<file path="src/rtl/pop_count_ctrl_if.sv">
// Request/result and shifter-side signals of the Hamming-distance popcount controller.
// The controller uses the slave modport; the requester plus shifter side uses master.
interface pop_count_ctrl_if;
  logic         i_start;
  logic [127:0] i_data_a;
  logic [127:0] i_data_b;
  logic [7:0]   i_threshold;
  logic [6:0]   o_shift_command;
  logic [127:0] o_shift_data;
  logic [127:0] i_shifted_data;
  logic         o_busy;
  logic         o_done;
  logic [7:0]   o_count;
  logic         o_above;

  modport slave (
    input  i_start, i_data_a, i_data_b, i_threshold, i_shifted_data,
    output o_shift_command, o_shift_data, o_busy, o_done, o_count, o_above
  );

  modport master (
    output i_start, i_data_a, i_data_b, i_threshold, i_shifted_data,
    input  o_shift_command, o_shift_data, o_busy, o_done, o_count, o_above
  );
endinterface

</file>
<file path="src/rtl/pop_count_ctrl.sv">
// Seven-stage SWAR popcount sequencer driving an external one-hot 128-bit shifter;
// reports the Hamming distance (or agreement count) and a threshold compare.
//
// state | meaning
// IDLE  | waiting for i_start, shifter in pass-through
// RUN   | one SWAR fold per clock, stage 0..6
// DONE  | result just loaded, o_done high for this cycle
module pop_count_ctrl #(
  parameter bit XOR_EN        = 1'b1,
  parameter bit COUNT_MATCHES = 1'b0
) (
  input  logic            i_clk,
  input  logic            i_rst_n,
  pop_count_ctrl_if.slave bus
);

  typedef enum logic [1:0] {IDLE, RUN, DONE} state_t;

  localparam logic [127:0] M0 = {64{2'b01}};
  localparam logic [127:0] M1 = {32{4'b0011}};
  localparam logic [127:0] M2 = {16{8'h0F}};
  localparam logic [127:0] M3 = {8{16'h00FF}};
  localparam logic [127:0] M4 = {4{32'h0000FFFF}};
  localparam logic [127:0] M5 = {2{64'h00000000FFFFFFFF}};
  localparam logic [127:0] M6 = {64'h0, {64{1'b1}}};

  state_t       state_q, state_d;
  logic [2:0]   stage_q, stage_d;
  logic [127:0] acc_q, acc_d;
  logic [7:0]   thr_q, thr_d;
  logic [7:0]   count_q, count_d;
  logic         above_q, above_d;
  logic         done_q, done_d;

  logic [127:0] mask;
  logic [127:0] sum;
  logic [7:0]   result;

  always_comb begin
    mask = M6;
    case (stage_q)
      3'd0:    mask = M0;
      3'd1:    mask = M1;
      3'd2:    mask = M2;
      3'd3:    mask = M3;
      3'd4:    mask = M4;
      3'd5:    mask = M5;
      default: mask = M6;
    endcase
  end

  // Masked fields leave headroom, so the full-width add never carries between fields.
  assign sum    = (acc_q & mask) + (bus.i_shifted_data & mask);
  assign result = COUNT_MATCHES ? (8'd128 - sum[7:0]) : sum[7:0];

  always_ff @(posedge i_clk or negedge i_rst_n) begin
    if (!i_rst_n) begin
      state_q <= IDLE;
      stage_q <= 3'd0;
      acc_q   <= '0;
      thr_q   <= 8'd0;
      count_q <= 8'd0;
      above_q <= 1'b0;
      done_q  <= 1'b0;
    end else begin
      state_q <= state_d;
      stage_q <= stage_d;
      acc_q   <= acc_d;
      thr_q   <= thr_d;
      count_q <= count_d;
      above_q <= above_d;
      done_q  <= done_d;
    end
  end

  always_comb begin
    state_d = state_q;
    stage_d = stage_q;
    acc_d   = acc_q;
    thr_d   = thr_q;
    count_d = count_q;
    above_d = above_q;
    done_d  = 1'b0;
    case (state_q)
      IDLE, DONE: begin
        if (bus.i_start) begin
          acc_d   = XOR_EN ? (bus.i_data_a ^ bus.i_data_b) : bus.i_data_a;
          thr_d   = bus.i_threshold;
          stage_d = 3'd0;
          state_d = RUN;
        end else begin
          state_d = IDLE;
        end
      end
      RUN: begin
        acc_d   = sum;
        stage_d = stage_q + 3'd1;
        if (stage_q == 3'd6) begin
          count_d = result;
          above_d = (result >= thr_q);
          done_d  = 1'b1;
          stage_d = 3'd0;
          state_d = DONE;
        end
      end
      default: state_d = IDLE;
    endcase
  end

  assign bus.o_shift_command = (state_q == RUN) ? (7'b0000001 << stage_q) : 7'b0000000;
  assign bus.o_shift_data    = acc_q;
  assign bus.o_busy          = (state_q == RUN);
  assign bus.o_done          = done_q;
  assign bus.o_count         = count_q;
  assign bus.o_above         = above_q;

endmodule

</file>
<file path="src/flat_wrapper.sv">
// flat-port wrapper written by rule: the top's interface ports become plain ports
module pop_count_ctrl_flat 
#(
  parameter bit XOR_EN        = 1'b1,
  parameter bit COUNT_MATCHES = 1'b0
)
  (i_clk, i_rst_n, bus_i_start, bus_i_data_a, bus_i_data_b, bus_i_threshold, bus_i_shifted_data, bus_o_shift_command, bus_o_shift_data, bus_o_busy, bus_o_done, bus_o_count, bus_o_above);
  pop_count_ctrl_if bus_i ();
  input  logic i_clk;
  input  logic i_rst_n;
  input wire logic [$bits(bus_i.i_start)-1:0] bus_i_start;
  input wire logic [$bits(bus_i.i_data_a)-1:0] bus_i_data_a;
  input wire logic [$bits(bus_i.i_data_b)-1:0] bus_i_data_b;
  input wire logic [$bits(bus_i.i_threshold)-1:0] bus_i_threshold;
  input wire logic [$bits(bus_i.i_shifted_data)-1:0] bus_i_shifted_data;
  output wire logic [$bits(bus_i.o_shift_command)-1:0] bus_o_shift_command;
  output wire logic [$bits(bus_i.o_shift_data)-1:0] bus_o_shift_data;
  output wire logic [$bits(bus_i.o_busy)-1:0] bus_o_busy;
  output wire logic [$bits(bus_i.o_done)-1:0] bus_o_done;
  output wire logic [$bits(bus_i.o_count)-1:0] bus_o_count;
  output wire logic [$bits(bus_i.o_above)-1:0] bus_o_above;
  assign bus_i.i_start = bus_i_start;
  assign bus_i.i_data_a = bus_i_data_a;
  assign bus_i.i_data_b = bus_i_data_b;
  assign bus_i.i_threshold = bus_i_threshold;
  assign bus_i.i_shifted_data = bus_i_shifted_data;
  assign bus_o_shift_command = bus_i.o_shift_command;
  assign bus_o_shift_data = bus_i.o_shift_data;
  assign bus_o_busy = bus_i.o_busy;
  assign bus_o_done = bus_i.o_done;
  assign bus_o_count = bus_i.o_count;
  assign bus_o_above = bus_i.o_above;
  pop_count_ctrl #(.XOR_EN(XOR_EN), .COUNT_MATCHES(COUNT_MATCHES)) u_core (.i_clk(i_clk), .i_rst_n(i_rst_n), .bus(bus_i));
endmodule
</file>
<file path="config.mk">
export PLATFORM = sky130hd
export DESIGN_NAME = pop_count_ctrl_flat
export DESIGN_NICKNAME = d
export VERILOG_FILES = /design/src/rtl/pop_count_ctrl_if.sv /design/src/rtl/pop_count_ctrl.sv /design/src/flat_wrapper.sv
export SDC_FILE = /design/constraint.sdc
export NUM_CORES = 1
export LEC_CHECK = 0
export CORE_MARGIN = 2
export CORE_UTILIZATION = 30
export CTS_CLUSTER_SIZE = 40
export DETAILED_ROUTE_END_ITERATION = 16
export PLACE_DENSITY = 0.66
export SYNTH_ARGS = -nofsm -noshare
export SYNTH_HDL_FRONTEND = slang
export SYNTH_SLANG_ARGS = --single-unit
</file>
<file path="constraint.sdc">
create_clock -name i_clk -period 4.4 [get_ports i_clk]
set_input_delay 1.32 -clock i_clk [delete_from_list [all_inputs] [get_ports i_clk]]
set_output_delay 1.32 -clock i_clk [all_outputs]
set_load 0.02 [all_outputs]
</file>
Yosys cells after proc, flatten, opt, wreduce, memory -nomap -nowiden
Index checks and enable logic that the tools add are counted.
{"block": "word_totals", "elab_cells": 43, "register_bits": 151, "out_inout_bits": 146}
{"block": "classes", "n_lt_le_gt_ge": 1, "eq_ne": 10, "shift": 1, "add_sub_neg": 2, "muxes": 12, "n_reduce_logical": 7, "bitwise_logic": 3}
{"cell": "one-hot mux 127 bit (6 select lines)", "n": 1}
{"cell": "bitwise AND 128 x 127 -> 128 bit", "n": 2}
{"cell": "one-hot mux 128 bit (2 select lines)", "n": 1}
{"cell": "adder 128 bit", "n": 1}
{"cell": "two-way mux 128 bit", "n": 1}
{"cell": "bitwise XOR 128 bit", "n": 1}
{"cell": "equality test 3 bit (second input constant)", "n": 3}
{"cell": "greater-or-equal comparator 8 bit", "n": 1}
{"cell": "two-way mux 7 bit", "n": 1}
{"cell": "<< shifter 1 x 3 -> 7 bit (first input constant)", "n": 1}
{"cell": "equality test 3 x 2 -> 1 bit (second input constant)", "n": 2}
{"cell": "two-way mux 3 bit", "n": 2}
{"cell": "one-hot mux 3 bit (2 select lines)", "n": 1}
{"cell": "AND reduction 2 bit", "n": 3}
{"cell": "one-hot mux 2 bit (2 select lines)", "n": 1}
{"cell": "adder 3 x 1 -> 3 bit (second input constant)", "n": 1}
{"cell": "equality test 3 x 1 -> 1 bit (second input constant)", "n": 1}
{"cell": "logical NOT 3 bit", "n": 1}
{"cell": "two-way mux 1 bit", "n": 3}
{"cell": "equality test 2 x 1 -> 1 bit (second input constant)", "n": 1}
{"cell": "equality test 2 bit (second input constant)", "n": 1}
{"cell": "logical NOT 2 bit", "n": 1}
{"cell": "two-way mux 2 bit", "n": 1}
{"cell": "!= test 2 x 1 -> 1 bit (second input constant)", "n": 1}
{"cell": "other kinds (3)", "n": 3}

Depth between registers and ports, before layout
{"block": "depth", "depth_word": 5, "ltp_mapped": 21, "mapped_depth_nobuf": 18}

Worst setup path after synthesis
No wires, ideal clock.
{"block": "synth_path", "path_kind": "reg-to-reg", "start": "register u_core.stage_q[0]", "end": "register u_core.acc_q[113] (netlist: u_core.bus.o_shift_data[113])", "stages_incl_launch_ff": 22, "t_arrival_ps": 4641, "synth_period_minus_slack_ps": 4767, "setup_time_ps": 126, "setup_slack_ps": -367, "required_time_ps": 4274, "path_cell_list": "dfrtp_1 clkbuf_1 and2_1 ha_1 clkbuf_1 clkbuf_1 nand2_1 a21boi_0 and2_1 ha_1 buf_2 nand4_1 or3_1 nor3_1 nand2_1 and3b_1 o31ai_2 a21oi_1 o41ai_2 a31oi_1 o2111a_1 a221o_1"}
{"block": "synth_between", "elab_chain_cells": 5, "word_cells_on_any_way": 11, "classes_between": "add/sub (1); eq/ne (5); mux (2); bitwise (2); reduce/logical (1)"}
{"element": "start, declared", "line": "pop_count_ctrl.sv:28", "rtl": "logic [2:0] stage_q, stage_d;"}
{"element": "start signal, assigned", "line": "pop_count_ctrl.sv:67", "rtl": "stage_q <= stage_d;"}
{"element": "equality test 3 bit (tied with other cells)", "line": "pop_count_ctrl.sv:41", "rtl": "case (stage_q)"}
{"element": "one-hot mux 127 bit (6 select lines) (*)", "line": "pop_count_ctrl.sv:41"}
{"element": "bitwise AND 128 x 127 -> 128 bit", "line": "pop_count_ctrl.sv:53", "rtl": "assign sum = (acc_q & mask) + (bus.i_shifted_data & mask);"}
{"element": "adder 128 bit (*)", "line": "pop_count_ctrl.sv:53"}
{"element": "one-hot mux 128 bit (2 select lines) (*)", "line": "pop_count_ctrl.sv:84", "rtl": "case (state_q)"}
{"element": "end signal, assigned", "line": "pop_count_ctrl.sv:60", "rtl": "acc_q <= '0;"}
{"element": "end signal, assigned", "line": "pop_count_ctrl.sv:68", "rtl": "acc_q <= acc_d;"}
{"element": "end, declared", "line": "pop_count_ctrl.sv:29", "rtl": "logic [127:0] acc_q, acc_d;"}
Mark *: on every way between the ends. The rest lies on a longest branch, timed or not.
A chain may end at the register's enable or synchronous reset.

Final worst setup path
{"block": "layout_path", "start": "input port bus_i_shifted_data[10]", "end": "register u_core.acc_q[126] (netlist: u_core.bus.o_shift_data[126])"}
{"block": "layout_between", "elab_chain_cells": 3}
{"element": "start, declared", "line": "flat_wrapper.sv:15", "rtl": "input wire logic [$bits(bus_i.i_shifted_data)-1:0] bus_i_shifted_data;"}
{"element": "bitwise AND 128 x 127 -> 128 bit", "line": "pop_count_ctrl.sv:53"}
{"element": "adder 128 bit", "line": "pop_count_ctrl.sv:53"}
{"element": "one-hot mux 128 bit (2 select lines)", "line": "pop_count_ctrl.sv:84"}
No other way between the ends.

==> flow_summary_export.csv <==
group,metric,value,unit
hold_path,hold_class,"register to register",
global_routing,overflow,0,
power,p_int,0.0127,W
timing,skew,18.6,ps
timing,finalHoldViolations,0,
synth,syn_inst,2526,
timing,maxSlewViolCount,0,
synth,syn_area,18300,sq um
global_routing,grt_pass1_vias,22900,
synth,synth_area_leaders,"dfrtp_1, ha_1, xnor2_1, o21ai_0, a21oi_1",
timing,slew_headroom,0.342,
global_routing,grt_max_degree,87,
setup_path,cp.required,4840,ps
setup_path,path_cells,"clkdlybuf4s50_1 > nor2b_1 > ha_1 > nand4_2 > or4_4 > a211o_4 > nand3_4 > a21oi_4 > o31a_1 > o21a_4 > o21ai_4 > a31oi_4 > or4_1 > nand3_1",
power,p_comb_frac,0.828,
setup_path,path_delay_family,"simple AND/OR/NAND/NOR gates",
synth,synth_edf_count,0,
cells_and_area,drive_gt1_frac,0.265,
clock_tree,cts_hold_buf,0,
floorplan,die_area,63000,sq um
setup_path,cp_max_fo,5,
clock_tree,cts_root_buf,"clkbuf_16",
setup_path,startpoint_type,"input pin",
synth,synth-seq-cells,151,
run,cap_violations,0,
outcome,status,"finished, violations left",
floorplan,core,60400,sq um
synth,yosys_warnings,0,
placed_design,placed_area,28900,sq um
floorplan,die_x,251,um
timing,tns,-242,ps
global_routing,grt_antenna_before_repair,16,
timing,tightestPinTransition,987,ps
drt,vias,23100,
power,clkPwrFrac,0.062,
synth,async_reset_ff_frac,1.00,
drt,drt_iter0_drc,1515,
power,p_per_area,788,nW/um^2
power,vdd_ir_drop_max,326,uV
synth,synth_nets,3058,
setup_path,path_class,"input pin to register",
clock_tree,clockBufferDepth,2,
floorplan,num_rows,90,
timing,fin_crit,4470,ps
placed_design,dp_slack,-962,ps
power,p_leak,13.3,nW
clock_tree,clkLatencyLatePin,510,ps
power,p_switching,0.0123,W
timing,finalSetupViolations,6,
outcome,violations,"setup timing",
drt,drt_wl_total,91800,um
placed_design,hpwl,75400,um
drt,drt-pass1-iter-count,5,
timing,holdWs,482,ps
setup_path,critPathBufInv,1,
synth,yosysSeqAreaShare,0.206,
cells_and_area,areaGrowthSynthToFinish,73.5,%
cells_and_area,stdcell_area,31800,sq um
synth,syn_area_per_cell,7.25,sq um
timing,period_share,1.02,
setup_path,crit_slowest_cell,"or4_4",
synth,yosys.area.top_type,"dfrtp_1",
drt,drc_errors,0,
setup_path,slowest_delay,500,ps
timing,setup_ws,-71.8,ps
synth,ys_types,65,
cells_and_area,instances_no_fill,4427,
clock_tree,cts_sinks,151,
floorplan,die_y,251,um
floorplan,ios,541,
clock_tree,htreeDepth,4,
power,swShare,0.493,
cells_and_area,finalNetCount,4151,
clock_tree,cts_tree,"done",
placed_design,placement.io_buffers,539,
floorplan,initial_core_util,0.303,
cells_and_area,fill_cells,5927,
power,pwr-share-seq,0.111,
setup_path,worst_ep_arrival_time,4910,ps
drt,vias_per_cell,5.22,
placed_design,place_inst,4316,
clock_tree,clk_pin_slew,80,ps
setup_path,end_kind,"register",
placed_design,gp_congestion,1.01,
clock_tree,cts_made_buffers,17,
drt,wl_per_cell,20.7,um
global_routing,grt_usage,0.282,
synth,netlist.area_leader.share,0.206,
drt,postRouteAntennaNets,0,
global_routing,grt_pass1_wl,135000,um
timing,rsz0062_at_grt,"true",
synth,synthFlopType,"dfrtp_1",
timing,fmax,224,MHz
[cells in the mapped netlist (all sizes together), types with 48 or more instances]
| master | number |
|---|---|
| ha | 136 |
| a21o | 55 |
| o211ai | 114 |
| xor2 | 50 |
| o21ai | 265 |
| nand2 | 320 |
| o21a | 77 |
| nor2 | 170 |
| a21oi | 242 |
| a21boi | 48 |
| clkbuf | 127 |
| xnor2 | 190 |
| nand4 | 67 |
| dfrtp | 151 |
| nor2b | 68 |
| inv | 64 |
| and2 | 70 |
[worst reg2reg max path: stages, from the launching register on]
cell     delay [ps]
dfrtp_1         410
buf_6           150
or2_2           340
nand2_4         110
nand2_4         100
o21a_1          230
ha_4            310
buf_4           120
nand4_2         100
or4_4           500
a211o_4         350
nand3_4         120
a21oi_4          80
o31a_1          320
o21a_4          270
o21ai_4         230
a31oi_4         120
or4_1           420
nand3_1          90
[metal layers]
metal,global-route usage,share of wire,vias up
met3,0.0568,0.068,129
met2,0.470,0.47,798
met1,0.357,0.42,10900
met4,0.113,0.032,10
met5,0,0.00054,-
li1,-,-,11300
[layout make-up]
class / instances / area, sq um / area share
well taps: 782 / 978 / 0.0308
clock buffers: 17 / 425 / 0.0134
flip-flops and latches: 151 / 3780 / 0.119
diodes: 13 / 32.5 / 0.00102
multi-input cells: 2168 / 15300 / 0.483
repair buffers: 1217 / 10800 / 0.341
clock inverters: 15 / 144 / 0.00453
inverters: 64 / 245 / 0.00772
[cells by family after synthesis]
family          synth area share
flops                      0.206
mux                      0.00164
simple gates               0.224
fa+ha+maj                 0.0940
xor+xnor                   0.115
compound gates             0.316
buf+inv                   0.0430
[stage by stage]
step	power [W]	util
floorplan	0.0117	-
global placement	0.0210	0.479
detailed placement	0.0210	0.479
CTS	0.0235	0.502
global route	0.0268	0.526
finish	0.0250	0.526
[power by group through the flow]
| stage | sequential (W) | clock, W | combinational [W] |
|---|---|---|---|
| 2_1_floorplan | 0.00325 | 0 | 0.00848 |
| 3_3_place_gp | 0.00275 | 0 | 0.0182 |
| 3_5_place_dp | 0.00275 | 0 | 0.0183 |
| 4_1_cts | 0.00275 | 0.00158 | 0.0191 |
| 5_1_grt | 0.00283 | 0.00164 | 0.0223 |
| 6_report | 0.00277 | 0.00155 | 0.0207 |
[registers in the layout (all words and copies together), names as in the netlist]
| signal | flops |
|---|---|
| u_core.bus.o_shift_data | 128 |
| u_core.bus.o_count | 8 |
| u_core.thr_q | 8 |
| u_core.bus.o_done | 1 |
| u_core.stage_q | 3 |
| u_core.state_q | 2 |
| u_core.bus.o_above | 1 |
[final timing paths]
path	depth (start not counted)	end	from	slack, ps
max	14	u_core.bus.o_shift_data[126]	bus_i_shifted_data[10]	-70
min	2	u_core.bus.o_count[6]	u_core.bus.o_count[6]	480
max reg2reg	18	u_core.bus.o_shift_data[126]	u_core.stage_q[0]	-70
min reg2reg	2	u_core.bus.o_count[6]	u_core.bus.o_count[6]	480
max in group asynchronous	2	u_core.bus.o_shift_data[30]	i_rst_n	2610
min in group asynchronous	1	u_core.bus.o_shift_data[100]	i_rst_n	830
[placed cells by master (no fill, tap or decap), drive strengths merged, types with 70 or more instances in the layout]
master and n:
a21oi 242, and2 70, buf 680, clkdlybuf4s50 527
dfrtp 151, ha 136, inv 77, nand2 320
nor2 170, o211ai 114, o21a 77, o21ai 265
xnor2 190
[repair_timing]
item / 4_1_cts / 5_1_grt
pin swaps: 49 / 133
endpoints found under the setup margin: 70 / 67
cloned: 0 / 2
gates resized for setup: 151 / 282
hold endpoints to repair: 0 / 0
buffers inserted: 27 / 42
Power figures use the tool's default switching activity.
